==> src/rtl/pwm_ramp_scheduler_if.sv <==
// Command/strobe bundle between the SPI decoder, the ramp scheduler and the PWM/divider blocks.
interface pwm_ramp_scheduler_if #(
    parameter int COMPARE_SIZE = 8,
    parameter int NUM_CH       = 8,
    parameter int CLK_DIV_SIZE = 3
);
    logic                    cmd_valid;
    logic [15:0]             cmd_data;
    logic                    cmd_ready;
    logic [NUM_CH-1:0]       pwm_wr;
    logic [COMPARE_SIZE-1:0] compare_out;
    logic                    div_wr;
    logic [CLK_DIV_SIZE-1:0] div_data;
    logic                    ramp_busy;

    modport master (
        output cmd_valid, cmd_data,
        input  cmd_ready, pwm_wr, compare_out, div_wr, div_data, ramp_busy
    );

    modport slave (
        input  cmd_valid, cmd_data,
        output cmd_ready, pwm_wr, compare_out, div_wr, div_data, ramp_busy
    );
endinterface

==> src/rtl/pwm_ramp_scheduler.sv <==
// Shared compare-bus arbiter: host writes versus a per-channel fade engine stepping cur toward tgt.
// Optional macro PWM_RAMP_STARVE_GUARD_EN drops cmd_ready one cycle in four so ramps are never starved.
module pwm_ramp_scheduler #(
    parameter int COMPARE_SIZE = 8,
    parameter int NUM_CH       = 8,
    parameter int CLK_DIV_SIZE = 3
) (
    input  logic                clk,
    input  logic                rst,
    pwm_ramp_scheduler_if.slave bus
);

    function automatic logic [COMPARE_SIZE-1:0] step_toward(
        input logic [COMPARE_SIZE-1:0] cur,
        input logic [COMPARE_SIZE-1:0] tgt
    );
        logic [COMPARE_SIZE-1:0] nxt;
        nxt = cur;
        if (cur < tgt && cur != '1)
            nxt = cur + 1'b1;
        else if (cur > tgt && cur != '0)
            nxt = cur - 1'b1;
        return nxt;
    endfunction

    logic [COMPARE_SIZE-1:0] r_cur [NUM_CH];
    logic [COMPARE_SIZE-1:0] r_tgt [NUM_CH];
    logic [NUM_CH-1:0]       r_active;
    logic [NUM_CH-1:0]       r_pending;
    logic [COMPARE_SIZE-1:0] r_period;
    logic [COMPARE_SIZE-1:0] r_count;
    logic [2:0]              r_rr;
    logic [NUM_CH-1:0]       r_pwm_wr;
    logic [COMPARE_SIZE-1:0] r_compare_out;
    logic                    r_div_wr;
    logic [CLK_DIV_SIZE-1:0] r_div_data;
    logic                    r_cmd_ready;

    logic                    w_accept;
    logic [3:0]              w_addr;
    logic [2:0]              w_cmd_ch;
    logic [COMPARE_SIZE-1:0] w_val;
    logic                    w_dir_ok;
    logic                    w_tgt_ok;
    logic                    w_tick;
    logic                    w_grant_vld;
    logic [2:0]              w_grant_ch;
    logic [2:0]              w_scan;
    logic [COMPARE_SIZE-1:0] w_step;
    logic [NUM_CH-1:0]       w_active_n;
    logic [NUM_CH-1:0]       w_pend_clr;
    logic                    w_unused;

    assign w_accept = bus.cmd_valid & r_cmd_ready;
    assign w_addr   = bus.cmd_data[15:12];
    assign w_cmd_ch = bus.cmd_data[10:8];
    assign w_val    = COMPARE_SIZE'(bus.cmd_data[7:0]);
    assign w_unused = bus.cmd_data[11];
    assign w_dir_ok = (w_addr[3] == 1'b0) && (int'(w_addr[2:0]) < NUM_CH);
    assign w_tgt_ok = (w_addr == 4'h9) && (int'(w_cmd_ch) < NUM_CH);
    assign w_tick   = (r_period != '0) && (r_count == r_period - 1'b1);

    // Round-robin scan; descending loop so the nearest pending channel at/after r_rr wins.
    always_comb begin
        w_grant_vld = 1'b0;
        w_grant_ch  = '0;
        w_scan      = '0;
        for (int k = NUM_CH - 1; k >= 0; k--) begin
            w_scan = 3'((int'(r_rr) + k) % NUM_CH);
            if (r_pending[w_scan]) begin
                w_grant_vld = 1'b1;
                w_grant_ch  = w_scan;
            end
        end
    end

    assign w_step = step_toward(r_cur[w_grant_ch], r_tgt[w_grant_ch]);

    always_comb begin
        w_active_n = r_active;
        w_pend_clr = '0;
        if (w_accept) begin
            if (w_dir_ok) begin
                w_active_n[w_addr[2:0]] = 1'b0;
                w_pend_clr[w_addr[2:0]] = 1'b1;
            end else if (w_tgt_ok) begin
                w_active_n[w_cmd_ch] = (w_val != r_cur[w_cmd_ch]);
                w_pend_clr[w_cmd_ch] = (w_val == r_cur[w_cmd_ch]);
            end
        end else if (w_grant_vld) begin
            w_pend_clr[w_grant_ch] = 1'b1;
            if (w_step == r_tgt[w_grant_ch])
                w_active_n[w_grant_ch] = 1'b0;
        end
    end

    always_ff @(posedge clk or posedge rst) begin
        if (rst) begin
            for (int i = 0; i < NUM_CH; i++) begin
                r_cur[i] <= '0;
                r_tgt[i] <= '0;
            end
            r_active      <= '0;
            r_pending     <= '0;
            r_period      <= '0;
            r_count       <= '0;
            r_rr          <= '0;
            r_pwm_wr      <= '0;
            r_compare_out <= '0;
            r_div_wr      <= 1'b0;
            r_div_data    <= '0;
        end else begin
            r_pwm_wr      <= '0;
            r_compare_out <= '0;
            r_div_wr      <= 1'b0;
            r_div_data    <= '0;
            if (w_accept) begin
                if (w_dir_ok) begin
                    r_cur[w_addr[2:0]] <= w_val;
                    r_pwm_wr           <= NUM_CH'(1) << w_addr[2:0];
                    r_compare_out      <= w_val;
                end else if (w_addr == 4'h8) begin
                    r_div_wr   <= 1'b1;
                    r_div_data <= w_val[CLK_DIV_SIZE-1:0];
                end else if (w_tgt_ok) begin
                    r_tgt[w_cmd_ch] <= w_val;
                end else if (w_addr == 4'hA) begin
                    r_period <= w_val;
                end
            end else if (w_grant_vld) begin
                r_cur[w_grant_ch] <= w_step;
                r_pwm_wr          <= NUM_CH'(1) << w_grant_ch;
                r_compare_out     <= w_step;
                r_rr              <= 3'((int'(w_grant_ch) + 1) % NUM_CH);
            end
            r_active  <= w_active_n;
            // A tick merges into pending, so a channel already waiting is not queued twice.
            r_pending <= (r_pending & ~w_pend_clr) | (w_tick ? w_active_n : '0);
            if (w_accept && w_addr == 4'hA)
                r_count <= '0;
            else if (r_period != '0)
                r_count <= w_tick ? '0 : r_count + 1'b1;
        end
    end

`ifdef PWM_RAMP_STARVE_GUARD_EN
    logic [1:0] r_starve_cnt;

    // Third consecutive host grant with ramps waiting: withhold ready for one cycle.
    always_ff @(posedge clk or posedge rst) begin
        if (rst) begin
            r_starve_cnt <= '0;
            r_cmd_ready  <= 1'b0;
        end else if (w_accept && (r_pending != '0)) begin
            if (r_starve_cnt == 2'd2) begin
                r_starve_cnt <= '0;
                r_cmd_ready  <= 1'b0;
            end else begin
                r_starve_cnt <= r_starve_cnt + 2'd1;
                r_cmd_ready  <= 1'b1;
            end
        end else begin
            r_starve_cnt <= '0;
            r_cmd_ready  <= 1'b1;
        end
    end
`else
    always_ff @(posedge clk or posedge rst) begin
        if (rst)
            r_cmd_ready <= 1'b0;
        else
            r_cmd_ready <= 1'b1;
    end
`endif

    assign bus.cmd_ready   = r_cmd_ready;
    assign bus.pwm_wr      = r_pwm_wr;
    assign bus.compare_out = r_compare_out;
    assign bus.div_wr      = r_div_wr;
    assign bus.div_data    = r_div_data;
    assign bus.ramp_busy   = |r_active;

endmodule

==> src/flat_wrapper.sv <==
// flat-port wrapper written by rule: the top's interface ports become plain ports
module pwm_ramp_scheduler_flat 
#(
    parameter int COMPARE_SIZE = 8,
    parameter int NUM_CH       = 8,
    parameter int CLK_DIV_SIZE = 3
)
  (clk, rst, bus_cmd_valid, bus_cmd_data, bus_cmd_ready, bus_pwm_wr, bus_compare_out, bus_div_wr, bus_div_data, bus_ramp_busy);
  pwm_ramp_scheduler_if #(.COMPARE_SIZE(COMPARE_SIZE), .NUM_CH(NUM_CH), .CLK_DIV_SIZE(CLK_DIV_SIZE)) bus_i ();
  input  logic clk;
  input  logic rst;
  input wire logic [$bits(bus_i.cmd_valid)-1:0] bus_cmd_valid;
  input wire logic [$bits(bus_i.cmd_data)-1:0] bus_cmd_data;
  output wire logic [$bits(bus_i.cmd_ready)-1:0] bus_cmd_ready;
  output wire logic [$bits(bus_i.pwm_wr)-1:0] bus_pwm_wr;
  output wire logic [$bits(bus_i.compare_out)-1:0] bus_compare_out;
  output wire logic [$bits(bus_i.div_wr)-1:0] bus_div_wr;
  output wire logic [$bits(bus_i.div_data)-1:0] bus_div_data;
  output wire logic [$bits(bus_i.ramp_busy)-1:0] bus_ramp_busy;
  assign bus_i.cmd_valid = bus_cmd_valid;
  assign bus_i.cmd_data = bus_cmd_data;
  assign bus_cmd_ready = bus_i.cmd_ready;
  assign bus_pwm_wr = bus_i.pwm_wr;
  assign bus_compare_out = bus_i.compare_out;
  assign bus_div_wr = bus_i.div_wr;
  assign bus_div_data = bus_i.div_data;
  assign bus_ramp_busy = bus_i.ramp_busy;
  pwm_ramp_scheduler #(.COMPARE_SIZE(COMPARE_SIZE), .NUM_CH(NUM_CH), .CLK_DIV_SIZE(CLK_DIV_SIZE)) u_core (.clk(clk), .rst(rst), .bus(bus_i));
endmodule
==> config.mk <==
export PLATFORM = sky130hd
export DESIGN_NAME = pwm_ramp_scheduler_flat
export DESIGN_NICKNAME = d
export VERILOG_FILES = /design/src/rtl/pwm_ramp_scheduler_if.sv /design/src/rtl/pwm_ramp_scheduler.sv /design/src/flat_wrapper.sv
export SDC_FILE = /design/constraint.sdc
export NUM_CORES = 1
export LEC_CHECK = 0
export ABC_AREA = 1
export BUFFER_PORTS_ARGS = -buffer_cell sky130_fd_sc_hd__buf_2
export CORE_ASPECT_RATIO = 0.9
export CORE_MARGIN = 5
export CORE_UTILIZATION = 55
export CTS_CLUSTER_SIZE = 10
export DETAILED_ROUTE_END_ITERATION = 7
export PLACE_DENSITY = 0.75
export SLEW_MARGIN = 20
export SYNTH_ARGS = -nofsm -noshare
export SYNTH_HDL_FRONTEND = slang
export SYNTH_SLANG_ARGS = --single-unit
==> constraint.sdc <==
create_clock -name clk -period 7.45 [get_ports clk]
set_input_delay 1.1175 -clock clk [delete_from_list [all_inputs] [get_ports clk]]
set_output_delay 1.1175 -clock clk [all_outputs]
set_load 0.02 [all_outputs]
== Word-level counts from Yosys, hierarchy flattened ==
Cells that the tools add are included.

* Bits of input ports: 19
* Bits in registers: 184

* $add $sub $neg: 12
* Eq/ne operators: 9
* Muxes and demuxes: 87
* $lt $le $gt $ge: 22
* Shift-type cells: 2
* Bitwise logic cells: 15
* Reductions and logical operators: 19

{| class="wikitable"
|+ Operators by type and width
! operator !! count
|-
| $mux 8 || 30
|-
| $bwmux 64 || 3
|-
| $mux 64 || 3
|-
| $bmux 8 s3 || 3
|-
| $demux 8 s3 || 3
|-
| $lt 3x4->1 const B || 11
|-
| $mux 3 || 11
|-
| $and 8x8->8 || 4
|-
| $bmux 1 s3 || 8
|-
| $eq 8x8->1 || 3
|-
| $not 8->8 || 3
|-
| $mux 1 || 22
|-
| $add 8x1->8 const B || 2
|-
| $reduce_bool 8->1 || 2
|-
| $shl 1x3->8 const A || 2
|-
| $sub 8x1->8 const B || 2
|-
| $add 3x3->3 const B || 4
|-
| $eq 4x4->1 const B || 3
|-
| $ge 4x4->1 const B || 3
|-
| $lt 4x1->1 const B || 3
|-
| $not 3->4 || 3
|-
| $logic_and 1x1->1 || 10
|-
| $demux 1 s3 || 3
|-
| $ge 3x1->1 const B || 3
|-
| other kinds (16) || 22
|}

== Logic depth before layout (Yosys ltp) ==
Gate-level depths: netlist (run 1).

* Depth in word-level cells: 25
* Depth in mapped cells: 44
* Mapped depth without buffers: 41

== Worst setup path before layout (run 1) ==
OpenSTA, ideal clock, no wires.

* Kind: register -> register
* Start: register u_core.r_rr[1]
* End: register u_core.r_pending[3]
* Clock period less this slack: 4.710 ns
* Buffers on the path: 3
* Stages on the path, launching flop included: 43
* Arrival: 4.588 ns
* Library setup time: 0.122 ns
* Slack: 2.740 ns
* Cell sequence: dfrtp_1 -> buf_6 -> inv_4 -> ha_1 -> inv_1 -> nand3_1 -> nand3_1 -> nand2_1 -> a21oi_1 -> nand2_1 -> nand2_1 -> nand2_1 -> nand2_1 -> nand2_2 -> nand2_4 -> nand2_2 -> buf_6 -> buf_4 -> (+7 left out) -> ha_1 -> a21oi_1 -> a21boi_4 -> nand2_4 -> nand2_4 -> nand2_4 -> nand2_2 -> nand2_1 -> nand2_1 -> nand2_1 -> nor2_2 -> nand2_2 -> nor2_4 -> nand3_1 -> nand2_1 -> nand2_1 -> nand2_1 -> nand2_1

* Word-level cells in the longest chain between the ends: 25

{| class="wikitable"
|+ RTL lines
! item !! line !! source
|-
| start, declared || pwm_ramp_scheduler.sv:32 || <nowiki>logic [2:0] r_rr;</nowiki>
|-
| start signal, assigned || pwm_ramp_scheduler.sv:134 || <nowiki>r_rr <= 3'((int'(w_grant_ch) + 1) % NUM_CH);</nowiki>
|-
| $add 3x3->3 || pwm_ramp_scheduler.sv:69 || <nowiki>w_scan = 3'((int'(r_rr) + k) % NUM_CH);</nowiki>
|-
| $bmux 1 s3 || pwm_ramp_scheduler.sv:70 || <nowiki>if (r_pending[w_scan]) begin</nowiki>
|-
| $mux 1 (not written as such) || pwm_ramp_scheduler.sv:70 ||
|-
| $mux 3 (8 in a row) || pwm_ramp_scheduler.sv:70 ||
|-
| $not 3->4 (not written as such) || pwm_ramp_scheduler.sv:77, pwm_ramp_scheduler.sv:92 ||
|-
| $bmux 8 s3 (on tied branches) || pwm_ramp_scheduler.sv:77, pwm_ramp_scheduler.sv:92 ||
|-
| $mux 8 (on tied branches) (2 in a row) || pwm_ramp_scheduler.sv:77, pwm_ramp_scheduler.sv:92 ||
|-
| $gt 8x8->1 or $reduce_bool 8->1 (tied branches) || pwm_ramp_scheduler.sv:21 || <nowiki>else if (cur > tgt && cur != '0)</nowiki>
|-
| (+2 left out) || n/a ||
|-
| $mux 8 || pwm_ramp_scheduler.sv:19 || <nowiki>if (cur < tgt && cur != '1)</nowiki>
|-
| $eq 8x8->1 || pwm_ramp_scheduler.sv:92 || <nowiki>if (w_step == r_tgt[w_grant_ch])</nowiki>
|-
| $mux 8 || pwm_ramp_scheduler.sv:92 ||
|-
| $mux 8 * || pwm_ramp_scheduler.sv:90 || <nowiki>end else if (w_grant_vld) begin</nowiki>
|-
| $mux 8 * || pwm_ramp_scheduler.sv:82 || <nowiki>if (w_accept) begin</nowiki>
|-
| named net u_core.w_active_n[3] || pwm_ramp_scheduler.sv:50 || <nowiki>logic [NUM_CH-1:0] w_active_n;</nowiki>
|-
| $mux 8 * || pwm_ramp_scheduler.sv:138 || <nowiki>r_pending <= (r_pending & ~w_pend_clr) | (w_tick ? w_active_n : '0);</nowiki>
|-
| $or 8x8->8 * || pwm_ramp_scheduler.sv:138 ||
|-
| end signal, assigned || pwm_ramp_scheduler.sv:138 ||
|-
| end, declared || pwm_ramp_scheduler.sv:29 || <nowiki>logic [NUM_CH-1:0] r_pending;</nowiki>
|}

The timed path passes the listed nets; every way through them passes the cells marked *. The select of a mux whose other input is x is not followed.
A chain may end at the register's enable or synchronous reset.

== Worst setup path after layout (run 1) ==
* Start: register u_core.r_rr[0]
* End: register u_core.r_pending[4]

The elaborated chain is that of the path after synthesis.

==> impl_summary.md, run 1 <==
Place
The post-placement worst setup slack is roughly 0.9 ns. The port buffer count is 39. The weighted congestion at the end of routability-driven global placement is a little under 1. The wire-length estimate of the detail-placed layout is 26,000 um.

Setup path
The critical path launch point type is a flip-flop. The endpoint required time on the critical path is 7.78 ns. The category of the critical setup timing path is flip-flop to flip-flop.

The highest cell delay on the worst timing path is 0.61 ns. The slowest stage of the critical path is the sky130_fd_sc_hd__dfrtp_1 cell. The cell that appears most often on the critical path is sky130_fd_sc_hd__nand2_1.

The critical-path maximum fanout is 31. The setup check on the worst reg-to-reg path leaves a slack of approximately 0.73 ns. The capturing element type of the critical path is a flip-flop. The arrival time at the worst endpoint is 7.05 ns.

Final layout
Relative to the synthesized area, the layout overhead comes to 8.88%. The fraction of final layout cells with drive strength greater than 1 is a little under a tenth. The most common cell after layout, fill and taps aside is sky130_fd_sc_hd__nand2_1. The library cells used most frequently in the layout, excluding fill and tap cells, are sky130_fd_sc_hd__nand2_1 (513), sky130_fd_sc_hd__dfrtp_1 (184), sky130_fd_sc_hd__inv_1 (152). The number of inserted diodes is 0. The layout has 1,888 filler cells. The number of nets in the final layout is 1,671. The final core utilization is between 60 and 70%.

Global route
The total congestion overflow is 0. Global routing used between 30% and 40% of the available tracks across all layers. The global-route wire length before repair is 58,800 um. The number of antenna violations at the first check in global routing is 0. Entering global routing, the biggest net connects between 100 and 150 pins. The number of global-route vias before repair is approximately 11,000.

Yosys
After synthesis, the largest area contributor takes up 39.9% of total cell area. By area the synthesized netlist is led by sky130_fd_sc_hd__dfrtp_1 (40%), sky130_fd_sc_hd__nand2_1 (17%), sky130_fd_sc_hd__inv_1 (5.0%). After synthesis the netlist holds a flip-flop and latch count of 184. The synthesized area divided by synthesized cell count is 7.15 sq um. In this run, distinct cell masters in the synthesized netlist total between 40 and 50.

The netlist area before placement is 11,500 sq um. In the synthesized netlist, the number of instances is 1,614. Of the synthesized area, sequential elements account for between 30% and 40%. Yosys printed 0 warnings.

The cell taking the most area after synthesis is sky130_fd_sc_hd__dfrtp_1. Yosys mapped a number of flops with a built-in enable equal to 0. The share of flip-flops with an asynchronous set or reset is 100%.

The flip-flop cell with the highest count after synthesis is sky130_fd_sc_hd__dfrtp_1. The net count after synthesis is 1,651.

Hold path
The class of the worst hold path is flip-flop to flip-flop.

Die
The die is 147 um tall. In this run the horizontal extent of the chip is 163 um. The total area inside the core boundary comes to ~21,000 sq um. The die covers roughly 24,000 sq um.

The initialized floorplan defines 50 standard-cell rows. The initial standard-cell utilization of the core is about 56%. For this design the top-level I/O count stands at about 40.

Timing
The number of slew-limit violations in the final report is 0. The worst path meets setup with between 0.7 and 0.8 ns of slack. Measured against its own limit, the worst slew margin works out to 26.4%. Setup repair after global routing left no endpoint under its margin. Setup violations remaining at the end of the flow were counted as 0. The slew at the pin with the worst max-slew slack is 1.10 ns. Timing would allow up to 149 MHz.

After routing, the total negative slack on setup checks comes to 0 ns. Between clock sinks in the finished design, the worst skew comes to 0.0105 ns. The final worst-path cycle share is 90.2%. The final period demand of the worst path is 6.72 ns. The count of final hold-check violations came to 0.

CTS
The maximum level of the CTS H-tree is 4. The number of hold buffers added after CTS was 0. No sink is reached through more buffers than the 2 on the longest clock path. TritonCTS built the clock tree. The clock insertion delay at the later pin of the skew report is roughly 0.45 ns.

The clock slew seen by the registers of the worst setup and hold paths is 0.08 ns. The number of setup buffers added after CTS is 0. In this run, CTS created clock tree buffers numbering 17. The post-CTS resize count is 0. Clock tree synthesis found a total of between 150 and 200 sinks. CTS placed an instance of sky130_fd_sc_hd__clkbuf_16 at the clock tree root.

Route
The violation count after the first detailed-routing iteration is 1,482. The antenna violation net count after detailed routing is 0. Across all layers, the routed design uses 11,592 vias. The number of remaining DRC errors is 0. Dividing the detail-routed wire length by the instance count gives 19.2 um. The first detailed-routing pass took 6 iterations.

The routed design has about 37,000 um of wire. The detail-routed via count per cell is 6.00.

Status
The run finished with clean final reports.

Flow run
The number of max-capacitance violations reported is 0.
## Yosys cell counts (2+ instances only)
master	number
sky130_fd_sc_hd__or2_2	2
sky130_fd_sc_hd__xor2_1	27
sky130_fd_sc_hd__nor3_1	20
sky130_fd_sc_hd__a221oi_1	15
sky130_fd_sc_hd__buf_6	10
sky130_fd_sc_hd__nor4_1	7
sky130_fd_sc_hd__clkbuf_1	31
sky130_fd_sc_hd__nand2_1	513
sky130_fd_sc_hd__o21ai_1	15
sky130_fd_sc_hd__dfrtp_1	184
sky130_fd_sc_hd__buf_1	3
sky130_fd_sc_hd__nand3_1	111
sky130_fd_sc_hd__a21oi_1	54
sky130_fd_sc_hd__buf_2	8
sky130_fd_sc_hd__a22oi_1	23
sky130_fd_sc_hd__o211ai_1	2
sky130_fd_sc_hd__o21bai_1	2
sky130_fd_sc_hd__nand3b_1	2
sky130_fd_sc_hd__nand4_1	17
sky130_fd_sc_hd__a31oi_1	48
sky130_fd_sc_hd__nor2_2	6
sky130_fd_sc_hd__inv_2	13
sky130_fd_sc_hd__buf_4	3
sky130_fd_sc_hd__inv_1	153
sky130_fd_sc_hd__clkinv_1	2
sky130_fd_sc_hd__nand2_4	7
sky130_fd_sc_hd__xnor2_1	10
sky130_fd_sc_hd__nand2_2	21
sky130_fd_sc_hd__o2111ai_1	9
sky130_fd_sc_hd__a22o_1	3
sky130_fd_sc_hd__nor2_1	138
sky130_fd_sc_hd__o22ai_1	32
sky130_fd_sc_hd__o31ai_1	2
sky130_fd_sc_hd__nor2_4	5
sky130_fd_sc_hd__ha_1	18
sky130_fd_sc_hd__o21ai_0	85
## area by class of cell
class / instances / area [sq um] / area share (%)
multi-input combinational: 1206 / 6010 / 47.8
inverter: 169 / 644 / 5.13
timing repair buffer: 56 / 343 / 2.73
clock inverter: 14 / 176 / 1.40
clock buffer: 18 / 429 / 3.41
tap: 286 / 358 / 2.85
sequential: 184 / 4600 / 36.6
## layer usage
metal  global-route usage (%)  wire length, um  up-vias
met4                     11.7             1430        2
met2                     46.3            16400      677
met3                     6.66             4070      119
met1                     44.7            15200     5430
met5                        0               46        -
li1                         -                -     5364
## cells by family after synthesis
logic type | Yosys count | synth area share, %
AOI/OAI and AO/OA | 295 | 15.4
xor gates and xnor gates | 38 | 2.95
adders and majority gates | 18 | 1.95
buffers and inverters | 224 | 8.14
DFF | 184 | 39.9
muxes | 1 | 0.0867
other | 1 | 0.0325
and+or+nand+nor | 853 | 31.5
## final timing paths
check / startpoint / end / cells past startpoint
max: u_core.r_rr[0] / u_core.r_pending[4] / 34
min: u_core.r_tgt[57] / u_core.r_tgt[57] / 2
max reg2reg: u_core.r_rr[0] / u_core.r_pending[4] / 34
min reg2reg: u_core.r_tgt[57] / u_core.r_tgt[57] / 2
max in group asynchronous: rst / u_core.r_period[5] / 4
min in group asynchronous: rst / u_core.r_cur[57] / 2
## registers in the layout, summed over array words and instances (netlist names)
name,flops
u_core.r_pending,8
u_core.bus.compare_out,8
u_core.r_period,8
u_core.bus.div_wr,1
u_core.bus.cmd_ready,1
u_core.r_cur,64
u_core.bus.pwm_wr,8
u_core.r_count,8
u_core.r_active,8
u_core.r_rr,3
u_core.r_tgt,64
u_core.bus.div_data,3
## worst max-delay path: cells and delay by family, from the launching register on
kind | cells | cell delay [ns]
AOI/OAI and AO/OA | 3 | 0.52
xor gates and xnor gates | 1 | 0.14
adders and majority gates | 2 | 0.78
buffers and inverters | 5 | 1.21
DFF | 1 | 0.61
and+or+nand+nor | 23 | 3.32
## metrics by stage
step | hold slack (ns) | cells | area [sq um]
2_1_floorplan | 0.446 | 1614 | 11500
3_3_place_gp | 0.460 | 1900 | 11900
3_5_place_dp | 0.471 | 1900 | 11900
4_1_cts | 0.489 | 1932 | 12500
5_1_grt | 0.509 | 1933 | 12600
6_report | 0.490 | 1933 | 12600
Power of run 1 is not shown: default switching activity piles up to over one toggle a cycle in this logic, so the estimate is an artifact.
==> inputs of run 2 (changes only) <==
- CORE_MARGIN: 5 -> unset
- CTS_CLUSTER_DIAMETER: unset -> 80
==> run 2 against run 1 <==
Sequential share of layout area is essentially flat. Register-to-register slack gained 0.36 ns. Flip-flop and latch count unchanged. Cell count down 0.16%. Non-clock buffer count rose by 3. Critical endpoint is now u_core.r_pending[7]. Largest cell class unchanged.
==> impl_summary.md, run 2 (synthesis results as in run 1) <==
Timing
The number of slew-limit violations in the final report came to 0 (unchanged). The slew at the pin with the worst max-slew slack was 1.11 ns (+0.0124 ns). The final period demand of the worst path is 6.36 ns (-0.362 ns). Setup repair after global routing left no endpoint under its margin. The count of final hold-check violations was 0 (unchanged).

The worst slew margin relative to its limit is 25.5% (-0.83 points). The final number of setup-violating endpoints is 0 (unchanged). The total negative setup slack is 0 ns (unchanged). The fmax came to 157 MHz (+5.7%). The final clock skew is 0.0196 ns (+0.00912 ns). The final worst-path cycle share came to 85.4% (-4.9 points).

Place
The cell count after placement came to 1,898 (-0.11%). The port buffer count is 39 (unchanged). The post-detailed-placement cell area is 11,900 sq um (+0.19%).

The weighted congestion at the end of routability-driven global placement is 0.990 (+2.7%). The detailed placement HPWL is 25,900 um (-0.24%).

Route
The detail-routed via count per cell is 5.95 (-0.74%). The total detailed-routing wirelength is 36,600 um (-1.4%). The total via count in the routed design is 11,488 (-0.90%). The first-pass iteration count of the detailed router is 6 (unchanged).

The routed wirelength normalized by instance count is 19.0 um (-1.2%). The number of remaining DRC errors is 0 (unchanged). The antenna violation net count after detailed routing is 0 (unchanged). The violation count after the first detailed-routing iteration is 1,465 (-1.1%).

CTS
The maximum level of the CTS H-tree is 4 (unchanged). The clock insertion delay at the later pin of the skew report is 0.46 ns (about the same). The quantity of hold-fixing buffers added after cts was 0 (unchanged).

The sink count of the clock tree is 184 (unchanged). The post-CTS resize count came to 0 (unchanged). The clock slew seen by the registers of the worst setup and hold paths is 0.07 ns (about the same). The TritonCTS clock tree is built. The post-CTS repair timing setup buffer count was 0 (unchanged). The cell at the root of the clock tree is sky130_fd_sc_hd__clkbuf_16.

The number of buffers on the longest clock path was 2 (unchanged). The number of buffers inserted during clock tree synthesis was 17 (unchanged).

Die
The floorplan die height is 139 um (-5.4%). The I/O pin count was 41 (unchanged). The initial standard-cell utilization of the core is 56.9% (+1.1 points). The row count came to 49 (-2.0%). The width of the die is 155 um (-4.9%). The die area is 21,600 sq um (-10%). The placeable core area is 20,300 sq um (-2.0%).

Final layout
The relative area change from synthesis to final layout is 8.81% (about the same). In the layout the commonest cells are sky130_fd_sc_hd__nand2_1 (513), sky130_fd_sc_hd__dfrtp_1 (184), sky130_fd_sc_hd__inv_1 (152). The number of inserted diodes was 0 (unchanged). The library cell used most frequently in the layout, excluding fill and tap cells, is sky130_fd_sc_hd__nand2_1. The non-filler instance count after layout was 1,930 (-0.16%). The summed area of non-filler cells in the final layout is 12,600 sq um (about the same). In the final layout, the registers with the most flip-flops are u_core.r_cur: 64 flops, u_core.r_tgt: 64 flops. The fraction of final layout cells with drive strength greater than 1 is 9.52% (+0.16 points).

The number of nets in the final layout was 1,674 (+0.18%).

Global route
The global-route usage over all layers was 35.2% (+4.2 points). The maximum number of pins on one net before global-route repair is 112 (+3.7%). The number of global-route vias before repair came to 10,635 (+0.25%). The total congestion overflow was 0 (unchanged). The global-route wire length before repair came to 58,300 um (-0.86%).

The number of antenna violations at the first check in global routing is 0 (unchanged).

Hold path
The launch point of the worst hold path is u_core.r_tgt[33]. The capture endpoint of the worst hold path is u_core.r_tgt[33]. The class of the worst hold path is flip-flop to flip-flop. The depth of the worst hold-timing path came to 2 (unchanged).

Setup path
The critical-path maximum fanout was 17 (-45%). The category of the critical setup timing path is flip-flop to flip-flop. The arrival time at the worst endpoint is 6.69 ns (-0.36 ns). The worst setup path is captured at a flip-flop. The path depth of the worst reg2reg path came to 41 (+21%). The critical path launch point type is a flip-flop. The endpoint required time on the critical path is 7.78 ns (about the same). The startpoint identified for the worst register-to-register timing path is u_core.r_rr[0]. The highest cell delay on the worst timing path was 0.61 ns (about the same). Counting stages on the worst path, the most repeated cell is sky130_fd_sc_hd__nand2_1. The register-to-register setup slack was 1.09 ns (+0.36 ns). The cell with the largest stage delay on the worst path is sky130_fd_sc_hd__dfrtp_1.

The worst register-to-register path ends at u_core.r_pending[7].

Flow run
The number of max-capacitance violations reported is 0 (unchanged).

Status
The flow ran to the end, and the final reports show no timing, DRC or antenna violations.
run 2: through the flow:
stage               setup slack (ns)  hold slack [ns]  utilization [%]
finish                          1.09            0.486             61.9
CTS                             1.26            0.484             61.9
detailed placement              1.28            0.466             58.9
global placement                1.32            0.459             58.9
floorplan                       1.33            0.446                -
global route                   0.516            0.509             61.9
run 2: critical path: cells and delay by family, from the launching register on:
family / cells / cell delay, ns
and+or+nand+nor: 32 / 3.42
buffers and inverters: 6 / 1.38
adders and majority gates: 2 / 0.70
DFF: 1 / 0.61
AOI/OAI and AO/OA: 1 / 0.13
run 2: worst max-delay path by stage:
stage                         from              endpoint  slack (ns)  depth (start not counted)
floorplan                      rst  u_core.bus.cmd_ready        1.33                          1
global placement    u_core.r_rr[0]   u_core.r_pending[6]        1.32                         41
detailed placement  u_core.r_rr[0]   u_core.r_pending[5]        1.28                         41
CTS                 u_core.r_rr[0]   u_core.r_pending[5]        1.26                         41
global route        u_core.r_rr[0]   u_core.r_pending[6]        0.52                         41
finish              u_core.r_rr[0]   u_core.r_pending[7]        1.09                         41
run 2: layer usage:
metal	vias up	GRT usage (%)	wire [um]
met3	77	7.54	4320
met5	-	0	0
li1	5380	-	-
met2	660	53.1	16000
met4	0	14.4	1260
met1	5371	49.4	15000
run 2: layout make-up:
| cell class | count | area (sq um) |
|---|---|---|
| fillers | 1854 | 7730 |
| multi-input cells | 1206 | 6010 |
| flip-flops and latches | 184 | 4600 |
| inverters | 169 | 644 |
| clock buffers | 18 | 439 |
| well taps | 280 | 350 |
| repair buffers | 59 | 345 |
| clock inverters | 14 | 166 |
Power of run 2 is left out for the same reason.
==> inputs of run 3 (changes only) <==
- CORE_ASPECT_RATIO: 0.9 -> 0.8
- PLACE_DENSITY: 0.75 -> 0.78
- clock period: 7.45 -> 5.5 ns (I/O delays scaled with it)
==> run 3 against run 2 <==
Clock skew decreased by 0.0063 ns. Flip-flop and latch count unchanged. Final area increased by 4.4%. Via count increased by 3.1%. Sequential share of layout area decreased by 1.6 points. Fmax increased by 22%. Global-route usage increased by 0.16 points. Critical path type unchanged.
==> impl_summary.md, run 3 (synthesis results as in run 1) <==
Final layout
Leaving out fill and tap cells, the most frequent cell in the layout is sky130_fd_sc_hd__nand2_1. The fraction of final layout cells with drive strength greater than 1 is 14.2% (+4.7 points). The non-filler instance count after layout is 1,962 (+1.7%). The number of inserted diodes is 0 (unchanged). The total of fill cells in the finished design came to 1,800 (-2.9%). The largest registers in the layout are u_core.r_cur: 64 flops, u_core.r_tgt: 64 flops. The library cells used most frequently in the layout, excluding fill and tap cells, are sky130_fd_sc_hd__nand2_1 (506), sky130_fd_sc_hd__dfrtp_1 (184), sky130_fd_sc_hd__inv_1 (144).

The relative area change from synthesis to final layout is 13.6%. The final core utilization was 63.5% (+1.6 points). The number of nets in the final layout is 1,717 (+2.6%).

Timing
The count of final hold-check violations was 0 (unchanged). The worst slew margin relative to its limit is 28.2% (+2.7 points). The final number of setup-violating endpoints is 0 (unchanged). The number of slew-limit violations in the final report came to 0 (unchanged). The slew at the pin with the worst max-slew slack came to 1.07 ns (-0.0404 ns).

The final period demand of the worst path is 5.20 ns (-1.16 ns). The final worst-path cycle share is 94.6% (+9.2 points). The fmax is 192 MHz (+22%). The final clock skew is 0.0132 ns (-0.00635 ns).

Die
The floorplan die height came to 132 um (-5.6%). The initial standard-cell utilization of the core is 55.9% (-0.96 points). The row count was 47 (-4.1%).

The width of the die came to 164 um (+6.0%). The placeable core area was 20,600 sq um (+1.7%). The die area is 21,600 sq um (about the same). The I/O pin count is 41 (unchanged).

Route
The total detailed-routing wirelength is 37,400 um (+2.2%). The violation count after the first detailed-routing iteration is 1,843 (+26%). The routed wirelength normalized by instance count is 19.1 um (+0.56%). The antenna violation net count after detailed routing was 0 (unchanged).

The number of remaining DRC errors came to 0 (unchanged). The total via count in the routed design is 11,848 (+3.1%). The detail-routed via count per cell is 6.04 (+1.5%). The first-pass iteration count of the detailed router is 6 (unchanged).

Setup path
Grouping stages by cell kind, the critical path spends the most delay in simple AND/OR/NAND/NOR gates. The critical-path maximum fanout is 11 (-6). The slowest stage of the critical path is the sky130_fd_sc_hd__dfrtp_1 cell. The cell that appears most often on the critical path is sky130_fd_sc_hd__nand2_1.

The highest cell delay on the worst timing path is 0.40 ns (-0.21 ns). The capturing element type of the critical path is a flip-flop. The critical path launch point type is a flip-flop.

The sum of buffers and inverters on the critical path was 4 (-2). The arrival time at the worst endpoint is 5.52 ns (-1.17 ns). The endpoint required time on the critical path is 5.82 ns (-1.96 ns).

The category of the critical setup timing path is flip-flop to flip-flop.

CTS
The clock insertion delay at the later pin of the skew report is 0.45 ns (about the same). The number of buffers on the longest clock path is 2 (unchanged). The clock slew seen by the registers of the worst setup and hold paths is 0.07 ns (about the same). The quantity of hold-fixing buffers added after cts is 0 (unchanged). In this run the clock root is driven by a sky130_fd_sc_hd__clkbuf_16. The maximum level of the CTS H-tree was 4 (unchanged). TritonCTS built the clock tree. The sink count of the clock tree is 184 (unchanged). The number of buffers inserted during clock tree synthesis is 17 (unchanged).

Global route
The maximum number of pins on one net before global-route repair is 138 (+23%). The number of antenna violations at the first check in global routing is 0 (unchanged). The global-route wire length before repair was 58,600 um (+0.41%). The global-route usage over all layers came to 35.4% (+0.16 points). The total congestion overflow was 0 (unchanged). The number of global-route vias before repair is 10,695 (+0.56%).

Place
The weighted congestion at the end of routability-driven global placement was 0.983 (-0.74%). The port buffer count was 39 (unchanged). The detailed placement HPWL is 26,600 um (+2.6%). The cell count after placement is 1,912 (+0.74%).

Status
The run finished with clean final reports.

Hold path
The worst hold path belongs to the class primary input to async pin.

Flow run
The number of max-capacitance violations reported is 0 (unchanged).
[run 3: cell count changes in the layout (fill, tap and decap cells not counted), moves of 5 or more]
cell,delta
sky130_fd_sc_hd__nor2_1,-5
sky130_fd_sc_hd__nand3_1,-13
sky130_fd_sc_hd__a221oi_2,+5
sky130_fd_sc_hd__a221oi_1,-5
sky130_fd_sc_hd__nand2_2,+5
sky130_fd_sc_hd__nand3_2,+13
sky130_fd_sc_hd__buf_4,+38
sky130_fd_sc_hd__inv_1,-8
sky130_fd_sc_hd__inv_8,-7
sky130_fd_sc_hd__nand2_1,-7
sky130_fd_sc_hd__inv_2,+6
[run 3: cell type report]
type                            instances  area (sq um)  area share [%]
Clock inverter                         13           156            1.19
Tap cell                              269           337            2.57
Inverter                              169           657            5.01
Sequential cell                       184          4600            35.1
Multi-Input combinational cell       1206          6190            47.2
Timing Repair Buffer                  102           731            5.57
Clock buffer                           19           443            3.38
[run 3: layer usage]
layer | up-vias | GRT usage, % | routed length [um]
met5 | - | 0 | 0
met4 | 0 | 14.2 | 1350
met3 | 99 | 9.15 | 4900
met2 | 785 | 50.6 | 15900
met1 | 5497 | 50.8 | 15300
li1 | 5467 | - | -
[run 3: worst paths after layout]
kind | from | endpoint | slack, ns | depth (start not counted)
worst max-delay path | u_core.r_rr[0] | u_core.r_pending[1] | 0.30 | 38
worst min-delay path | rst | u_core.r_cur[24] | 0.39 | 2
worst max register to register | u_core.r_rr[0] | u_core.r_pending[1] | 0.30 | 38
worst min register to register | u_core.r_tgt[33] | u_core.r_tgt[33] | 0.49 | 2
max in group asynchronous | rst | u_core.bus.compare_out[7] | 3.81 | 4
min in group clk | u_core.r_tgt[33] | u_core.r_tgt[33] | 0.49 | 2
[run 3: through the flow]
| step | hold slack, ns | TNS (ns) | cell area (sq um) | setup WS [ns] |
|---|---|---|---|---|
| floorplan | 0.446 | 0 | 11500 | 0.790 |
| global placement | 0.460 | 0 | 12100 | 0.211 |
| detailed placement | 0.469 | 0 | 12100 | 0.0567 |
| CTS | 0.487 | 0 | 12700 | 0.0243 |
| global route | 0.430 | -0.501 | 13100 | -0.117 |
| finish | 0.388 | 0 | 13100 | 0.298 |
[run 3: repair_timing]
| action | in CTS | in global routing |
|---|---|---|
| buffers inserted | 0 | 16 |
| gates resized for setup | 0 | 59 |
| setup endpoints to repair | 0 | 80 |
Power of run 3 is left out for the same reason.
